--- src/rtl/alu_pkg.sv ---
// Shared ALU definitions: operand width and the divider's control-state encoding.
package alu_pkg;

  localparam int ALU_WIDTH = 4;

  typedef enum logic [1:0] {
    IDLE = 2'd0,
    RUN  = 2'd1,
    FIN  = 2'd2
  } div_state_t;

endpackage : alu_pkg

--- src/rtl/subtractor.sv ---
// Combinational ripple borrow-chain subtractor: difference = operand_a - operand_b - borrow_in.
module subtractor
  import alu_pkg::*;
(
  input  logic [ALU_WIDTH-1:0] operand_a,
  input  logic [ALU_WIDTH-1:0] operand_b,
  input  logic                 borrow_in,
  output logic [ALU_WIDTH-1:0] difference,
  output logic                 borrow
);

  logic [ALU_WIDTH:0] borrow_chain;

  assign borrow_chain[0] = borrow_in;

  for (genvar i = 0; i < ALU_WIDTH; i++) begin : g_bit
    assign difference[i]     = operand_a[i] ^ operand_b[i] ^ borrow_chain[i];
    assign borrow_chain[i+1] = (~operand_a[i] & operand_b[i]) |
                               (~(operand_a[i] ^ operand_b[i]) & borrow_chain[i]);
  end

  assign borrow = borrow_chain[ALU_WIDTH];

endmodule : subtractor

--- src/rtl/seq_divider4.sv ---
// Multi-cycle 4-bit unsigned restoring divider; one quotient bit per clock using the
// shared borrow-chain subtractor, with a start/done handshake toward the execute stage.
module seq_divider4
  import alu_pkg::*;
#(
  parameter logic [ALU_WIDTH-1:0] DIV0_QUOTIENT = 4'hF
) (
  input  logic                 clk,
  input  logic                 rst_n,
  input  logic                 start,
  input  logic [ALU_WIDTH-1:0] dividend,
  input  logic [ALU_WIDTH-1:0] divisor,
  output logic                 busy,
  output logic                 done,
  output logic [ALU_WIDTH-1:0] quotient,
  output logic [ALU_WIDTH-1:0] remainder,
  output logic                 div_by_zero
);

  div_state_t           state_q, state_d;
  logic [ALU_WIDTH-1:0] shift_q, shift_d;
  logic [ALU_WIDTH-1:0] dvsr_q, dvsr_d;
  logic [ALU_WIDTH-1:0] rem_q, rem_d;
  logic [1:0]           cnt_q, cnt_d;
  logic [ALU_WIDTH-1:0] quotient_q, quotient_d;
  logic [ALU_WIDTH-1:0] remainder_q, remainder_d;
  logic                 dbz_q, dbz_d;

  logic [ALU_WIDTH-1:0] sub_a;
  logic [ALU_WIDTH-1:0] sub_diff;
  logic                 sub_borrow;
  logic                 rem_msb;
  logic                 take;
  logic [ALU_WIDTH-1:0] rem_next;
  logic [ALU_WIDTH-1:0] shift_next;

  // Shift the next dividend bit into the partial remainder; the bit shifted out
  // of R extends it to 5 bits, in which case the subtraction always succeeds.
  assign rem_msb    = rem_q[ALU_WIDTH-1];
  assign sub_a      = {rem_q[ALU_WIDTH-2:0], shift_q[ALU_WIDTH-1]};
  assign take       = rem_msb | ~sub_borrow;
  assign rem_next   = take ? sub_diff : sub_a;
  assign shift_next = {shift_q[ALU_WIDTH-2:0], take};

  subtractor u_subtractor (
    .operand_a (sub_a),
    .operand_b (dvsr_q),
    .borrow_in (1'b0),
    .difference(sub_diff),
    .borrow    (sub_borrow)
  );

  always_comb begin
    state_d     = state_q;
    shift_d     = shift_q;
    dvsr_d      = dvsr_q;
    rem_d       = rem_q;
    cnt_d       = cnt_q;
    quotient_d  = quotient_q;
    remainder_d = remainder_q;
    dbz_d       = dbz_q;

    case (state_q)
      RUN: begin
        rem_d   = rem_next;
        shift_d = shift_next;
        if (cnt_q == 2'd0) begin
          quotient_d  = shift_next;
          remainder_d = rem_next;
          dbz_d       = 1'b0;
          state_d     = FIN;
        end else begin
          cnt_d = cnt_q - 2'd1;
        end
      end
      default: begin
        // Results stay visible until the cycle done rises for the next operation.
        if (start) begin
          shift_d = dividend;
          dvsr_d  = divisor;
          rem_d   = '0;
          cnt_d   = 2'd3;
          if (divisor == '0) begin
            quotient_d  = DIV0_QUOTIENT;
            remainder_d = dividend;
            dbz_d       = 1'b1;
            state_d     = FIN;
          end else begin
            state_d = RUN;
          end
        end else begin
          state_d = IDLE;
        end
      end
    endcase
  end

  always_ff @(posedge clk or negedge rst_n) begin
    if (!rst_n) begin
      state_q     <= IDLE;
      shift_q     <= '0;
      dvsr_q      <= '0;
      rem_q       <= '0;
      cnt_q       <= 2'd0;
      quotient_q  <= '0;
      remainder_q <= '0;
      dbz_q       <= 1'b0;
    end else begin
      state_q     <= state_d;
      shift_q     <= shift_d;
      dvsr_q      <= dvsr_d;
      rem_q       <= rem_d;
      cnt_q       <= cnt_d;
      quotient_q  <= quotient_d;
      remainder_q <= remainder_d;
      dbz_q       <= dbz_d;
    end
  end

  assign busy        = (state_q == RUN);
  assign done        = (state_q == FIN);
  assign quotient    = quotient_q;
  assign remainder   = remainder_q;
  assign div_by_zero = dbz_q;

endmodule : seq_divider4

--- config.mk ---
export PLATFORM = sky130hd
export DESIGN_NAME = seq_divider4
export DESIGN_NICKNAME = d
export VERILOG_FILES = /design/src/rtl/alu_pkg.sv /design/src/rtl/subtractor.sv /design/src/rtl/seq_divider4.sv
export SDC_FILE = /design/constraint.sdc
export NUM_CORES = 1
export LEC_CHECK = 0
export ABC_AREA = 1
export BUFFER_PORTS_ARGS = -buffer_cell sky130_fd_sc_hd__buf_2
export CAP_MARGIN = 10
export CORE_UTILIZATION = 54
export DETAILED_ROUTE_END_ITERATION = 8
export GPL_ROUTABILITY_DRIVEN = 1
export PLACE_DENSITY = 0.85
export SETUP_SLACK_MARGIN = 0.5
export SYNTH_ARGS = -nofsm -noshare
export SYNTH_HDL_FRONTEND = slang
export SYNTH_SLANG_ARGS = --single-unit
--- constraint.sdc ---
create_clock -name clk -period 3.2 [get_ports clk]
set_input_delay 0.16 -clock clk [delete_from_list [all_inputs] [get_ports clk]]
set_output_delay 0.16 -clock clk [all_outputs]
set_load 0.03 [all_outputs]
-- Word-level counts from Yosys, hierarchy flattened
Cells that the tools add are included.
Widths: inputs -> output; s select.
- add/subtract/negate cells: 1
- multiply operators: 0
- div/mod/pow operators: 0
- order comparisons: 0
- equality and inequality tests: 4
- shift operators: 0
- mux-type cells: 24
- bitwise logic cells: 27
- reductions and logical operators: 7
- operators with widths (kind ; number):
    $mux 4 ; 13
    $mux 2 ; 7
    $not 1->1 ; 9
    $and 1x1->1 ; 7
    $xor 1x1->1 ; 7
    $logic_not 4->1 ; 1
    $mux 1 ; 4
    $or 1x1->1 ; 4
    $reduce_and 2->1 ; 2
    $reduce_bool 2->1 ; 2
    $reduce_and 3->1 ; 1
    $eq 2x1->1 const B ; 1
    $eq 2x2->1 const B ; 1
    $logic_not 2->1 ; 1
    $ne 2x1->1 const B ; 1
    $ne 2x2->1 const B ; 1
    $sub 2x1->2 const B ; 1
- register bits: 25
- bits in latches: 0
- RAM bits: 0
- memory bits (read-only): 0
- memories kept: 0

-- Depth between registers and ports, before layout
- depth after elaboration: 13
- depth in mapped cells: 11

-- Cells and area by module
From an unflattened synthesis, not the netlist that was laid out.
- cell total of the unflattened synthesis: 154
- area, all modules: 1296.2 µm²
- modules (own cells, without submodules) (module ; times used ; cells each ; area an instance (µm²) ; seq. area each (µm²)):
    seq_divider4 ; 1 ; 140 ; 1178.6 ; 625.6
    subtractor ; 1 ; 14 ; 117.6 ; 0.0

-- Least setup slack after synthesis
No wires, ideal clock.
- path kind: reg-to-reg
- start: register shift_q[3]
- end: register remainder_q[3], in the netlist remainder[3]
- setup time: 0.117 ns
- arrival: 2.064 ns
- data required time: 3.083 ns
- setup slack: 1.019 ns
- cell stages (with the launch flop): 11
- path buffers: 0
- cell sequence: dfrtp_1 inv_1 ha_1 fa_1 fa_1 fa_1 inv_1 nand3_1 nand3_1 nand2_1 nand2_1
- word-level cells in the longest chain between the ends: 13
- elaborated cells on any way between the ends: 14
- those cells by class: mux: 3; bitwise: 11
- ends and longest elaborated chain (element ; line ; text):
    start: declaration ; seq_divider4.sv:21 ; logic [ALU_WIDTH-1:0] shift_q, shift_d;
    start signal: assignment ; seq_divider4.sv:110 ; shift_q <= shift_d;
    $not 1->1 (*) ; subtractor.sv:18 ; assign borrow_chain[i+1] = (~operand_a[i] & operand_b[i]) |
    $and 1x1->1 (*) ; subtractor.sv:18 ;
    $and 1x1->1 (*) ; subtractor.sv:19 ; (~(operand_a[i] ^ operand_b[i]) & borrow_chain[i]);
    $or 1x1->1 (*) ; subtractor.sv:18 ;
    $and 1x1->1 (*) ; subtractor.sv:19 ;
    $or 1x1->1 (*) ; subtractor.sv:18 ;
    $and 1x1->1 ; subtractor.sv:19 ;
    $or 1x1->1 ; subtractor.sv:18 ;
    $not 1->1 ; seq_divider4.sv:41 ; assign take = rem_msb | ~sub_borrow;
    $or 1x1->1 ; seq_divider4.sv:41 ;
    $mux 4 (*) ; seq_divider4.sv:42 ; assign rem_next = take ? sub_diff : sub_a;
    $mux 4 (*) ; seq_divider4.sv:67 ; if (cnt_q == 2'd0) begin
    $mux 4 (*) ; seq_divider4.sv:63 ; case (state_q)
    end signal: assignment ; seq_divider4.sv:115 ; remainder_q <= remainder_d;
    end: declaration ; seq_divider4.sv:26 ; logic [ALU_WIDTH-1:0] remainder_q, remainder_d;
Every way passes the cells marked *; elsewhere a longest branch is shown, timed or not. The select of a mux whose other input is x is not followed.
A chain may end at the register's enable or synchronous reset.

-- Worst setup path after layout
- start: register shift_q[3]
- end: register remainder_q[1], in the netlist remainder[1]
- word-level cells in the longest chain between the ends: 13
- elaborated cells on any way between the ends: 14
- those cells by class: mux: 3; bitwise: 11
- ends and longest elaborated chain (element ; line):
    $not 1->1 (*) ; subtractor.sv:18
    $and 1x1->1 (*) ; subtractor.sv:18
    $and 1x1->1 ; subtractor.sv:19
    $or 1x1->1 ; subtractor.sv:18
    $and 1x1->1 ; subtractor.sv:19
    $or 1x1->1 ; subtractor.sv:18
    $and 1x1->1 ; subtractor.sv:19
    $or 1x1->1 ; subtractor.sv:18
    $not 1->1 ; seq_divider4.sv:41
    $or 1x1->1 ; seq_divider4.sv:41
    $mux 4 (*) ; seq_divider4.sv:42
    $mux 4 (*) ; seq_divider4.sv:67
    $mux 4 (*) ; seq_divider4.sv:63
Marked as above.

==> flow_metrics.env <==
export IMPL_outcome="finished, final reports clean"
export IMPL_coreArea_um2=2191
export IMPL_cp_required_ps=3470
export IMPL_nNetsFinal=190
export IMPL_overflow=0
export IMPL_relSlewSlack=0.6377
export IMPL_wl_per_cell_um=12.53
export IMPL_drv_max_cap_violation_count=0
export IMPL_post_route_period_util=0.7544
export IMPL_antenna_found_initial=0
export IMPL_clk_pin_slew_ps=140
export IMPL_critPathKind="register to register"
export IMPL_grt_pass1_wl_mm=4.367
export IMPL_min_period_ps=2414
export IMPL_whs_path_depth=3
export IMPL_placed_cell_area_um2=1370
export IMPL_place_ws_ps=841.1
export IMPL_dr_first_iter_drc_count=38
export IMPL_synthDistinctLibCells=17
export IMPL_avgSynthCellArea_um2=8.364
export IMPL_grt_max_degree=26
export IMPL_cp_data_arrival_time_ps=2690
export IMPL_synth_cells=149
export IMPL_dieArea_um2=2504
export IMPL_report_final_slew_viol_count=0
export IMPL_rr_worst_depth=10
export IMPL_n_antenna_cell=0
export IMPL_yosysSeqAreaShare=0.5020
export IMPL_vias=1030
export IMPL_hpwl_mm=1.915
export IMPL_postLayoutCellArea_um2=1408
export IMPL_rsz0062_at_grt="false"
export IMPL_post_drt_via_cell_ratio=5.124
export IMPL_worst_slack_ps=785.9
export IMPL_dr_pass1_iters=4
export IMPL_total_power_mw=1.607
export IMPL_syn_area_um2=1246
export IMPL_power_density_nw_per_um2=1141
export IMPL_first_global_vias=1050
export IMPL_gp_congestion=0.8448
export IMPL_insertion_delay_ps=320
export IMPL_rr_endpoint="remainder[1]"
export IMPL_final_hold_viol_count=0
export IMPL_end_kind="register"
export IMPL_fin_util=0.6425
export IMPL_io_buffers=21
export IMPL_drive_gt1_frac=0.1908
export IMPL_die_h_um=50.04
export IMPL_grt_use_total=0.2351
export IMPL_setup_tns_final_ps=0
export IMPL_clock_sinks=25
export IMPL_hp_start="divisor[2]"
export IMPL_wl_mm=2.519
export IMPL_ys_ff_latch=25
export IMPL_initial_core_util=0.5688
export IMPL_nFillCells=195
export IMPL_cp_max_fo=4
export IMPL_fp_dieW_um=50.04
export IMPL_cts_resized=0
export IMPL_reg2reg_slack_ps=790
export IMPL_cts_tree="done"
export IMPL_ys_warn_count=0
export IMPL_ios=22
export IMPL_worst_pin_slew_ps=543.4
export IMPL_rows=17
export IMPL_cts_max_path_buffers=2
export IMPL_numCtsBuffers=3
export IMPL_syn_nets=165
export IMPL_area_growth_syn_to_layout_pct=12.95
export IMPL_root_buffer="clkbuf_4"
export IMPL_ant_nets=0
export IMPL_r2r_start="shift_q[3]"
export IMPL_skew_ps=2.693
export IMPL_setup_violations=0
export IMPL_htreeDepth=1
export IMPL_power_leakage_nw=0.7661
export IMPL_fmax_mhz=414.2
export IMPL_drc_errors=0
export IMPL_ir_drop_mv=0.6016
export IMPL_hold_class="primary input to register"
export IMPL_start_kind="register"
export IMPL_min_to="dvsr_q[2]"
[cells by family after synthesis]
logic type                 after synthesis  synth area share
AOI/OAI and AO/OA                       14           0.06526
adders and majority gates                5           0.06827
buffers and inverters                   22           0.07329
DFF                                     25            0.5020
and+or+nand+nor                         83            0.2912
[worst max-delay path, stage by stage, from the launching register on]
cell and delay, ps:
dfrtp_1 370, inv_1 60, ha_1 220, fa_1 390, fa_1 400, fa_1 390
nand2_1 150, nand3_1 140, nand3_1 130, nand2_1 60, nand2_1 60
[layout make-up]
type                            count  area (µm²)  area share
Clock buffer                        3       22.52     0.01600
Clock inverter                      1       5.005    0.003556
Inverter                           20       75.07     0.05333
Multi-Input combinational cell    102       529.3      0.3760
Sequential cell                    25       625.6      0.4444
Tap cell                           28       35.03     0.02489
Timing Repair Buffer               22       115.1     0.08178
[layer usage]
metal  track usage  vias to the layer above  part of all wire
met4        0.1571                        0             0.021
met5             0                        -                 0
li1              -                      517                 -
met3       0.03395                        7             0.031
met1        0.2871                      481              0.44
met2        0.3800                       25              0.51
[cell usage after synthesis]
master	count	share of area
fa_1	3	0.048
o21ai_0	4	0.016
inv_1	19	0.057
o22ai_1	1	0.0050
buf_2	1	0.0040
nand2_2	4	0.020
nor2_4	2	0.018
nor2_1	10	0.030
a21oi_1	5	0.020
nand3_1	16	0.064
nand2_1	50	0.15
nand3_2	1	0.0080
inv_2	1	0.0030
buf_6	1	0.0090
o211ai_1	4	0.024
dfrtp_1	25	0.50
ha_1	2	0.020
[through the flow]
step | std cells | hold slack [ps]
6_report | 201 | 43.14
4_1_cts | 201 | 46.54
2_1_floorplan | 149 | -135.6
5_1_grt | 201 | 55.07
3_5_place_dp | 196 | 176.1
3_3_place_gp | 196 | 168.8
[placed cells by master, fill, tap and decap left out]
cell,n
inv_1,19
a21oi_1,5
nor2_4,2
o22ai_1,1
buf_2,21
nor2_1,10
clkbuf_4,3
o211ai_1,4
ha_1,2
nand3_2,1
nand2_2,4
nand3_1,16
dfrtp_1,25
inv_2,1
clkinv_2,1
o21ai_0,4
dlygate4sd3_1,1
nand2_1,50
fa_1,3
[report_power, final]
group          leakage [nW]  internal [mW]  switching (mW)
clock                0.0177         0.0469          0.0958
sequential            0.302          0.470          0.0871
combinational         0.446          0.291           0.616
total                 0.766          0.808           0.799
[registers in the layout (all words and copies together), names as in the netlist]
signal / flops
rem_q: 4
shift_q: 4
cnt_q: 2
div_by_zero: 1
dvsr_q: 4
quotient: 4
state_q: 2
remainder: 4
[worst max-delay path by stage]
stage	startpoint	end	slack (ps)	cells past startpoint
finish	shift_q[3]	remainder[1]	790	10
detailed placement	shift_q[3]	remainder[1]	840	11
CTS	shift_q[3]	remainder[1]	810	10
global route	shift_q[3]	remainder[0]	640	10
global placement	shift_q[3]	remainder[1]	930	11
floorplan	shift_q[3]	remainder[3]	1020	10
[repair_timing]
| action | in CTS | in global routing |
|---|---|---|
| hold endpoints to repair | 25 | 0 |
| setup buffers | 0 | 0 |
| hold buffers | 1 | 0 |
Power figures use the tool's default switching activity.
